==> config.mk <==
export PLATFORM = sky130hd
export DESIGN_NAME = cmd_responder
export DESIGN_NICKNAME = d
export VERILOG_FILES = /design/src/rtl/cmd_responder.sv
export SDC_FILE = /design/constraint.sdc
export NUM_CORES = 1
export LEC_CHECK = 0
export ABC_AREA = 1
export CAP_MARGIN = 25
export CORE_MARGIN = 3
export CORE_UTILIZATION = 53
export DETAILED_ROUTE_END_ITERATION = 10
export PLACE_DENSITY = 0.75
export SLEW_MARGIN = 20
export SYNTH_ARGS = -nofsm -noshare
export SYNTH_HDL_FRONTEND = slang
export SYNTH_SLANG_ARGS = --single-unit
==> constraint.sdc <==
create_clock -name clk -period 2.1 [get_ports clk]
set_clock_uncertainty 0.05 [all_clocks]
set_input_delay 0.63 -clock clk [delete_from_list [all_inputs] [get_ports clk]]
set_output_delay 0.63 -clock clk [all_outputs]
set_load 0.02 [all_outputs]
==> src/rtl/cmd_responder.sv <==
// cmd_responder: collects a CR-terminated command line from a UART byte
// stream into a line buffer, then answers with "AOK\r\n" or "ERR\r\n".
// The line buffer can be read back through a registered read port.
//
// state | meaning
// ------+--------------------------------------------------------------
// RCV   | collecting bytes; CR ends the line
// LOAD  | reply byte 0 loaded into tx_data, line counters cleared
// SEND  | issue trmt for the byte held in tx_data
// WAIT  | wait for tx_done, then load next byte or return to RCV
module cmd_responder #(
    parameter  int CMD_MAX = 16,
    localparam int W       = $clog2(CMD_MAX + 1),
    localparam int AW      = $clog2(CMD_MAX)
) (
    input  logic         clk,
    input  logic         rst,
    input  logic         rx_rdy,
    input  logic [7:0]   rx_data,
    output logic         clr_rx_rdy,
    output logic         trmt,
    output logic [7:0]   tx_data,
    input  logic         tx_done,
    output logic         cmd_done,
    output logic         cmd_ok,
    output logic [W-1:0] cmd_len,
    input  logic [W-1:0] cmd_rd_addr,
    output logic [7:0]   cmd_rd_data,
    output logic         resp_busy
);

    typedef enum logic [1:0] {S_RCV, S_LOAD, S_SEND, S_WAIT} state_t;

    state_t         state_q;
    logic [W-1:0]   count_q;
    logic           ovf_q;
    logic [2:0]     idx_q;
    logic           trmt_q;
    logic           cmd_done_q;
    logic           cmd_ok_q;
    logic [W-1:0]   cmd_len_q;
    logic [7:0]     tx_data_q;
    logic [7:0]     rd_data_q;
    logic [7:0]     buf_q [CMD_MAX];

    logic           is_cr;
    logic           is_lf;
    logic           buf_we_d;

    function automatic logic [7:0] reply_byte(input logic ok, input logic [2:0] i);
        logic [7:0] b;
        case (i)
            3'd0:    b = ok ? 8'h41 : 8'h45;
            3'd1:    b = ok ? 8'h4F : 8'h52;
            3'd2:    b = ok ? 8'h4B : 8'h52;
            3'd3:    b = 8'h0D;
            default: b = 8'h0A;
        endcase
        return b;
    endfunction

    // Every offered byte is consumed, whatever the state.
    assign clr_rx_rdy = rx_rdy;

    assign is_cr    = (rx_data == 8'h0D);
    assign is_lf    = (rx_data == 8'h0A);
    assign buf_we_d = !rst && (state_q == S_RCV) && rx_rdy && !is_cr && !is_lf
                      && (count_q < W'(CMD_MAX));

    // Line collection, reply sequencing and status registers.
    always_ff @(posedge clk) begin
        if (rst) begin
            state_q    <= S_RCV;
            count_q    <= '0;
            ovf_q      <= 1'b0;
            idx_q      <= '0;
            trmt_q     <= 1'b0;
            cmd_done_q <= 1'b0;
            cmd_ok_q   <= 1'b0;
            cmd_len_q  <= '0;
            tx_data_q  <= '0;
        end else begin
            trmt_q     <= 1'b0;
            cmd_done_q <= 1'b0;
            case (state_q)
                S_RCV: begin
                    if (rx_rdy && !is_lf) begin
                        if (is_cr) begin
                            // count never exceeds CMD_MAX, so it is already saturated
                            cmd_len_q  <= count_q;
                            cmd_ok_q   <= (count_q != '0) && !ovf_q;
                            cmd_done_q <= 1'b1;
                            state_q    <= S_LOAD;
                        end else if (count_q < W'(CMD_MAX)) begin
                            count_q <= count_q + W'(1);
                        end else begin
                            ovf_q <= 1'b1;
                        end
                    end
                end
                S_LOAD: begin
                    idx_q     <= '0;
                    tx_data_q <= reply_byte(cmd_ok_q, 3'd0);
                    count_q   <= '0;
                    ovf_q     <= 1'b0;
                    state_q   <= S_SEND;
                end
                S_SEND: begin
                    trmt_q  <= 1'b1;
                    state_q <= S_WAIT;
                end
                S_WAIT: begin
                    // tx_done may still show the previous byte while trmt is high
                    if (tx_done && !trmt_q) begin
                        if (idx_q < 3'd4) begin
                            idx_q     <= idx_q + 3'd1;
                            tx_data_q <= reply_byte(cmd_ok_q, idx_q + 3'd1);
                            state_q   <= S_SEND;
                        end else begin
                            state_q <= S_RCV;
                        end
                    end
                end
                default: state_q <= S_RCV;
            endcase
        end
    end

    // Line buffer storage; contents deliberately survive reset.
    always_ff @(posedge clk) begin
        if (buf_we_d) begin
            buf_q[count_q[AW-1:0]] <= rx_data;
        end
    end

    // Registered buffer read port; out-of-range addresses read as zero.
    always_ff @(posedge clk) begin
        if (rst) begin
            rd_data_q <= '0;
        end else if (cmd_rd_addr < W'(CMD_MAX)) begin
            rd_data_q <= buf_q[cmd_rd_addr[AW-1:0]];
        end else begin
            rd_data_q <= '0;
        end
    end

    assign trmt        = trmt_q;
    assign tx_data     = tx_data_q;
    assign cmd_done    = cmd_done_q;
    assign cmd_ok      = cmd_ok_q;
    assign cmd_len     = cmd_len_q;
    assign cmd_rd_data = rd_data_q;
    assign resp_busy   = (state_q != S_RCV);

endmodule

==> impl_metrics.csv, run 1 <==
group,metric,value,unit
run_status,status,"complete, no violations",
worst_hold_path,holdCritPathClass,"reg -> reg",
synth,synth_area_leaders,"edfxtp_1 57%, dfxtp_1 9.9%, nor2_1 7.7%, o21ai_0 5.5%, nand2_1 2.6%",
power,power,6.970,mW
floorplan,core,12160,µm²
sta,period_minus_slack,2.046,ns
placed_design,io_buffers,40,
global_routing,grtUsageTotal,23.66,%
sta,setup-tns-final,0,ns
detailed_routing,drtIter0Drc,628,
placed_design,dpl.hpwl,10.89,mm
floorplan,io_pins,43,
power,ir_drop,466.5,µV
clock_network,clockBufferDepth,2,
critical_path,crit_type,"reg -> out",
synth,avgSynthCellArea,10.93,µm²
clock_network,cts_hold_buf,0,
finish,n_antenna_cell,0,
global_routing,antenna_found_initial,0,
global_routing,overflow,0,
synth,synth_ff_type,"edfxtp_1",
flow_run,drv_cap,0,
sta,setup_viol,0,
clock_network,clock_latency,0.42,ns
finish,final_area,8243,µm²
synth,synthArstFlopShare,0,%
floorplan,std_cell_rows,40,
detailed_routing,drc,0,
synth,synth_common_cells,"138 x nor2_1, 128 x edfxtp_1, 73 x o21ai_0",
detailed_routing,drtPass1Iterations,6,
clock_network,root_buffer,"clkbuf_16",
sta,period_share,97.43,%
critical_path,crit_required,1.42,ns
sta,rsz0062_at_grt,"false",
synth,ys_seq_area_share,67.25,%
global_routing,grt_pass1_vias,4784,
synth,synth_area_leader_cell,"edfxtp_1",
global_routing,grt_start_max_net_pins,61,
sta,clock.fmax,488.8,MHz
critical_path,critical_path.max_fanout,6,
finish,layout-drive-gt1-share,15.37,%
detailed_routing,wl,16.12,mm
floorplan,fp.dieW,118.4,µm
synth,yosys_warnings,0,
synth,ys_types,34,
clock_network,cts_tree,"yes",
finish,nNetsFinal,722,
floorplan,die-area,14020,µm²
floorplan,start_util,55.07,%
synth,syn_inst,613,
detailed_routing,via_per_inst,5.659,
critical_path,cp-start-kind,"flop",
finish,area_growth,23.07,%
placed_design,gp_congestion,0.8886,
clock_network,numClockSinks,161,
synth,synth.most_common_cell,"nor2_1",
critical_path,arrival,1.37,ns
power,p_leak,3.080,nW
clock_network,path_clk_slew,0.06,ns
sta,drv_slew,0,
detailed_routing,vias,4963,
detailed_routing,ant_nets,0,
synth,synth-edff-count,128,
floorplan,die_height,118.4,µm
sta,hold_viol,0,
power,power.density,845.5,nW/µm²
synth,synth.ff_latch_count,161,
clock_network,htreeDepth,4,
placed_design,placed_area,7594,µm²
synth,netlist_area,6698,µm²
global_routing,grt_pass1_wl,25.54,mm
clock_network,cts_buffers,17,
synth,synth_top_area_share,57.39,%
detailed_routing,wire_per_inst,18.38,µm
critical_path,cp-end-kind,"output pin",
state kept, by name (all words and copies together), names as in the netlist:
| signal | flops |
|---|---|
| ovf_q | 1 |
| cmd_rd_data | 8 |
| cmd_ok | 1 |
| cmd_done | 1 |
| state_q | 2 |
| trmt | 1 |
| idx_q | 3 |
| count_q | 5 |
| buf_q | 128 |
| tx_data | 6 |
| cmd_len | 5 |
layout by cell type (no fill, tap or decap), drive strengths merged:
master,n
edfxtp,128
dlymetal6s2s,5
dfxtp,33
o21ai,78
bufinv,3
buf,58
nand2,50
nor4,1
xnor2,1
a21oi,31
or2,1
clkinvlp,2
clkbuf,20
o211ai,21
a311oi,1
a22oi,1
a31oi,1
conb,2
nor2,141
nor3,3
clkinv,7
dlygate4sd2,5
inv,38
clkdlybuf4s50,28
ha,9
nand4,7
nand3,34
path summary, 6_finish.rpt:
path / start / end / slack, ns / depth (start not counted)
worst max-delay path: state_q[1] / resp_busy / 0.05 / 3
worst min-delay path: tx_data[4] / tx_data[4] / 0.42 / 2
worst max register to register: state_q[1] / buf_q[4][4] / 0.09 / 9
worst min register to register: tx_data[4] / tx_data[4] / 0.42 / 2
layer usage:
layer / wire (µm) / GRT usage [%]
met1: 6582 / 31.74
met3: 1331 / 5.502
met4: 340 / 8.110
met2: 7868 / 38.26
met5: 0 / 0
through the flow:
step,hold slack (ns),cells,util (%),setup WS (ns)
finish,0.4190,877,67.78,0.05397
global route,0.4414,877,67.78,0.006359
CTS,0.4216,876,67.52,0.003467
detailed placement,0.4129,843,62.44,-0.5450
global placement,0.4045,843,62.44,-0.5154
floorplan,0.3887,614,-,0.06861
cell families after synthesis:
family / share of synthesized area [%]
simple gates: 15.24
flops: 67.25
compound gates: 10.89
buf+inv: 4.745
fa+ha+maj: 1.681
xor+xnor: 0.1308
other cells: 0.05599
power breakdown:
| group | switching [mW] | leakage (nW) | internal, mW | total [mW] |
|---|---|---|---|---|
| combinational | 0.302 | 1.38 | 0.170 | 0.472 |
| clock | 1.17 | 0.279 | 1.85 | 3.02 |
| sequential | 0.0125 | 1.42 | 3.47 | 3.48 |
| total | 1.48 | 3.08 | 5.49 | 6.97 |
repair_timing:
action / 4_1_cts / 5_1_grt
pin swaps: 2 / 2
resized for setup: 17 / 11
buffers inserted: 1 / 1
endpoints found under the setup margin: 85 / 122
area by class of cell:
type | count | area (µm²)
timing repair buffer | 96 | 878.3
fill | 893 | 3919
tap | 168 | 210.2
clock buffer | 20 | 436.7
clock inverter | 12 | 141.4
inverter | 38 | 142.6
sequential | 161 | 4504
multi-input combinational | 382 | 1929
critical path: stages (launching register included):
cell           delay [ns]
dfxtp_1              0.34
nor2_4               0.19
inv_2                0.09
dlygate4sd2_1        0.32
Power figures use the tool's default switching activity.
==> inputs of run 2 (changes only) <==
--- a/config.mk
+++ b/config.mk
@@ -5,12 +5,11 @@
 export SDC_FILE = /design/constraint.sdc
 export NUM_CORES = 1
 export LEC_CHECK = 0
-export ABC_AREA = 1
 export CAP_MARGIN = 25
 export CORE_MARGIN = 3
 export CORE_UTILIZATION = 53
 export DETAILED_ROUTE_END_ITERATION = 10
-export PLACE_DENSITY = 0.75
+export PLACE_DENSITY = 0.76
 export SLEW_MARGIN = 20
 export SYNTH_ARGS = -nofsm -noshare
 export SYNTH_HDL_FRONTEND = slang
==> constraint.sdc (replaced) <==
create_clock -name clk -period 1.7 [get_ports clk]
set_clock_uncertainty 0.05 [all_clocks]
set_input_delay 0.51 -clock clk [delete_from_list [all_inputs] [get_ports clk]]
set_output_delay 0.51 -clock clk [all_outputs]
set_load 0.02 [all_outputs]
==> impl_metrics.csv, run 2 <==
group,metric,value,unit
finish,largest_reg_flops,128,
floorplan,core,11660,µm²
critical_path,cp-end-kind,"flop",
placed_design,gp_congestion,0.8264,
sta,period_minus_slack,1.794,ns
critical_path,cp_cell_sequence,"nor2_8, inv_4, nor3_4, buf_6, buf_6, nand3_4, nor3_4, buf_12",
run_status,status,"complete, but fails checks",
synth,synth_xor_area_share,0.1354,%
clock_network,clock_latency,0.41,ns
clock_network,htreeDepth,4,
synth,synth_top_family_by_area,"multiplexers",
global_routing,grt_pass1_wl,23.32,mm
power,ir_drop,710.2,µV
synth,synth_area_leaders,"edfxtp_1 59%, dfxtp_1 10%, mux4_2 9.8%, mux2i_1 2.6%, nor2_1 2.0%",
synth,muxShareOfSynthArea,12.38,%
synth,synth.most_common_cell,"edfxtp_1",
finish,layout-drive-gt1-share,35.95,%
global_routing,grt_start_max_net_pins,27,
clock_network,path_clk_slew,0.07,ns
sta,setup_viol,73,
synth,synth.ff_latch_count,161,
detailed_routing,drtIter0Drc,441,
critical_path,cp-start-kind,"flop",
finish,final_util,72.99,%
placed_design,placed_area,7696,µm²
detailed_routing,wl,15.46,mm
clock_network,clockBufferDepth,2,
clock_network,cts_tree,"yes",
finish,area_growth,31.61,%
power,p_leak,3.079,nW
global_routing,grt_pass1_vias,4179,
sta,rsz0062_at_grt,"true",
finish,nNetsFinal,536,
synth,synth-simple-area-share,8.706,%
run_status,violations,"negative setup slack",
synth,synth_area_leader_cell,"edfxtp_1",
placed_design,dpl.hpwl,10.07,mm
finish,multi_input_area,2054,µm²
critical_path,critical_path.max_fanout,8,
critical_path,max_stage_delay,0.36,ns
finish,final_area,8512,µm²
critical_path,slowest_stage,"dfxtp_4",
detailed_routing,vias,3994,
floorplan,die-area,13560,µm²
detailed_routing,drc,0,
synth,yosys_warnings,0,
synth,netlist_area,6467,µm²
worst_hold_path,holdCritPathClass,"in -> reg",
detailed_routing,drtPass1Iterations,4,
floorplan,fp.dieW,116.5,µm
sta,fin_ws,-0.09368,ns
sta,hold_viol,0,
finish,ff_latch_area,4512,µm²
placed_design,io_buffers,40,
synth,ys_types,50,
sta,clock.fmax,557.5,MHz
synth,ys_seq_area_share,69.65,%
floorplan,die_height,116.5,µm
synth,synth_ff_type,"edfxtp_1",
synth,synth_fa_ha_area_share,1.741,%
synth,synth_compound_area_share,4.682,%
synth,syn_inst,395,
detailed_routing,wire_per_inst,23.21,µm
detailed_routing,ant_nets,0,
finish,final_common_cell,"edfxtp_1",
floorplan,std_cell_rows,39,
global_routing,antenna_found_initial,0,
synth,synth-edff-count,128,
critical_path,crit_required,1.79,ns
clock_network,root_buffer,"clkbuf_16",
detailed_routing,via_per_inst,5.997,
finish,fillerInstances,663,
finish,n_antenna_cell,0,
clock_network,numClockSinks,161,
flow_run,drv_cap,0,
sta,drv_slew,0,
synth,synth_common_cells,"128 x edfxtp_1, 35 x nor2_1, 33 x dfxtp_1",
power,power.density,992.2,nW/µm²
critical_path,arrival,1.88,ns
synth,avgSynthCellArea,16.37,µm²
global_routing,overflow,0,
floorplan,start_util,55.46,%
floorplan,io_pins,43,
critical_path,crit_type,"reg -> reg",
global_routing,grtUsageTotal,24.04,%
synth,synthArstFlopShare,0,%
finish,final_cell_mix,"128 x edfxtp_1, 48 x buf_4, 31 x dfxtp_1",
clock_network,cts_buffers,17,
synth,synth_top_area_share,59.43,%
sta,period_share,105.5,%
==> run 2: cell types whose count changed after synthesis, sizes merged, moves of 9 or more <==
cell | previous run | this run
nand2 | 50 | 18
nor2 | 141 | 38
nand3 | 34 | 6
a22oi | 1 | 13
inv | 38 | 12
clkbuf | 13 | 4
o21ai | 78 | 8
nor3 | 3 | 16
a21oi | 31 | 8
o211ai | 21 | 1
mux2i | 0 | 17
mux4 | 0 | 28
==> run 2: through the flow <==
step | power (mW) | setup TNS (ns) | hold slack, ns | setup slack [ns] | std cells
floorplan | 4.626 | -29.62 | 0.4302 | -0.2999 | 396
global placement | 4.882 | -119.75 | 0.3964 | -0.8821 | 626
detailed placement | 4.894 | -125.88 | 0.4123 | -0.9413 | 626
CTS | 8.474 | -1.289 | 0.3227 | -0.04430 | 663
global route | 8.681 | -8.377 | 0.3232 | -0.1563 | 666
finish | 8.446 | -2.965 | 0.3369 | -0.09368 | 666
==> run 2: area by class of cell <==
type	count	area share (%)
clock buffer	17	4.998
clock inverter	15	1.588
inverter	12	0.6027
multi-input combinational	204	24.14
sequential	161	53.01
tap	143	2.102
timing repair buffer	114	13.57
==> run 2: what timing repair did <==
item / in CTS / in global routing
endpoints found under the setup margin: 172 / 144
cloned: 0 / 1
setup buffers: 5 / 2
hold buffers: 0 / 0
gates resized for setup: 75 / 37
pin swaps: 13 / 9
==> run 2: worst paths after layout <==
kind | start | end | slack, ns | cells after the start
setup / recovery | state_q[0] | buf_q[3][7] | -0.09 | 8
hold / removal | rx_data[0] | buf_q[1][0] | 0.34 | 1
setup reg to reg | state_q[0] | buf_q[3][7] | -0.09 | 8
hold reg to reg | tx_data[1] | tx_data[1] | 0.41 | 2
==> run 2: where the power goes <==
| part | total (mW) | switching (mW) | internal [mW] | leakage [nW] |
|---|---|---|---|---|
| Clock | 3.60 | 1.57 | 2.02 | 0.252 |
| Combinational | 0.556 | 0.305 | 0.251 | 1.41 |
| Sequential | 4.29 | 0.0145 | 4.28 | 1.42 |
| Total | 8.45 | 1.89 | 6.55 | 3.08 |
==> run 2: logic make-up after synthesis <==
kind of cell,Yosys count
buffers and inverters,31
AND/OR/NAND/NOR,104
XOR/XNOR,1
AO/OA/AOI/OAI,43
multiplexers,45
other,1
adder cells (fa/ha/maj),9
flip-flops,161
==> run 2: layer usage <==
| metal | global-route usage (%) | wire length [µm] |
|---|---|---|
| met1 | 31.47 | 6361 |
| met2 | 38.56 | 7809 |
| met3 | 5.285 | 922 |
| met4 | 11.60 | 363 |
| met5 | 0 | 0 |
==> run 2: worst max-delay path: cells and delay by family (launching register included) <==
family,cells,cell delay [ns]
flops,1,0.36
buf+inv,4,0.45
simple gates,4,0.64
==> inputs of run 3 (changes only) <==
--- a/config.mk
+++ b/config.mk
@@ -14,3 +14,4 @@
 export SYNTH_ARGS = -nofsm -noshare
 export SYNTH_HDL_FRONTEND = slang
 export SYNTH_SLANG_ARGS = --single-unit
+export TNS_END_PERCENT = 100
==> results of run 3 <==
The final DEF is identical to that of run 2; final timing and power are the same.
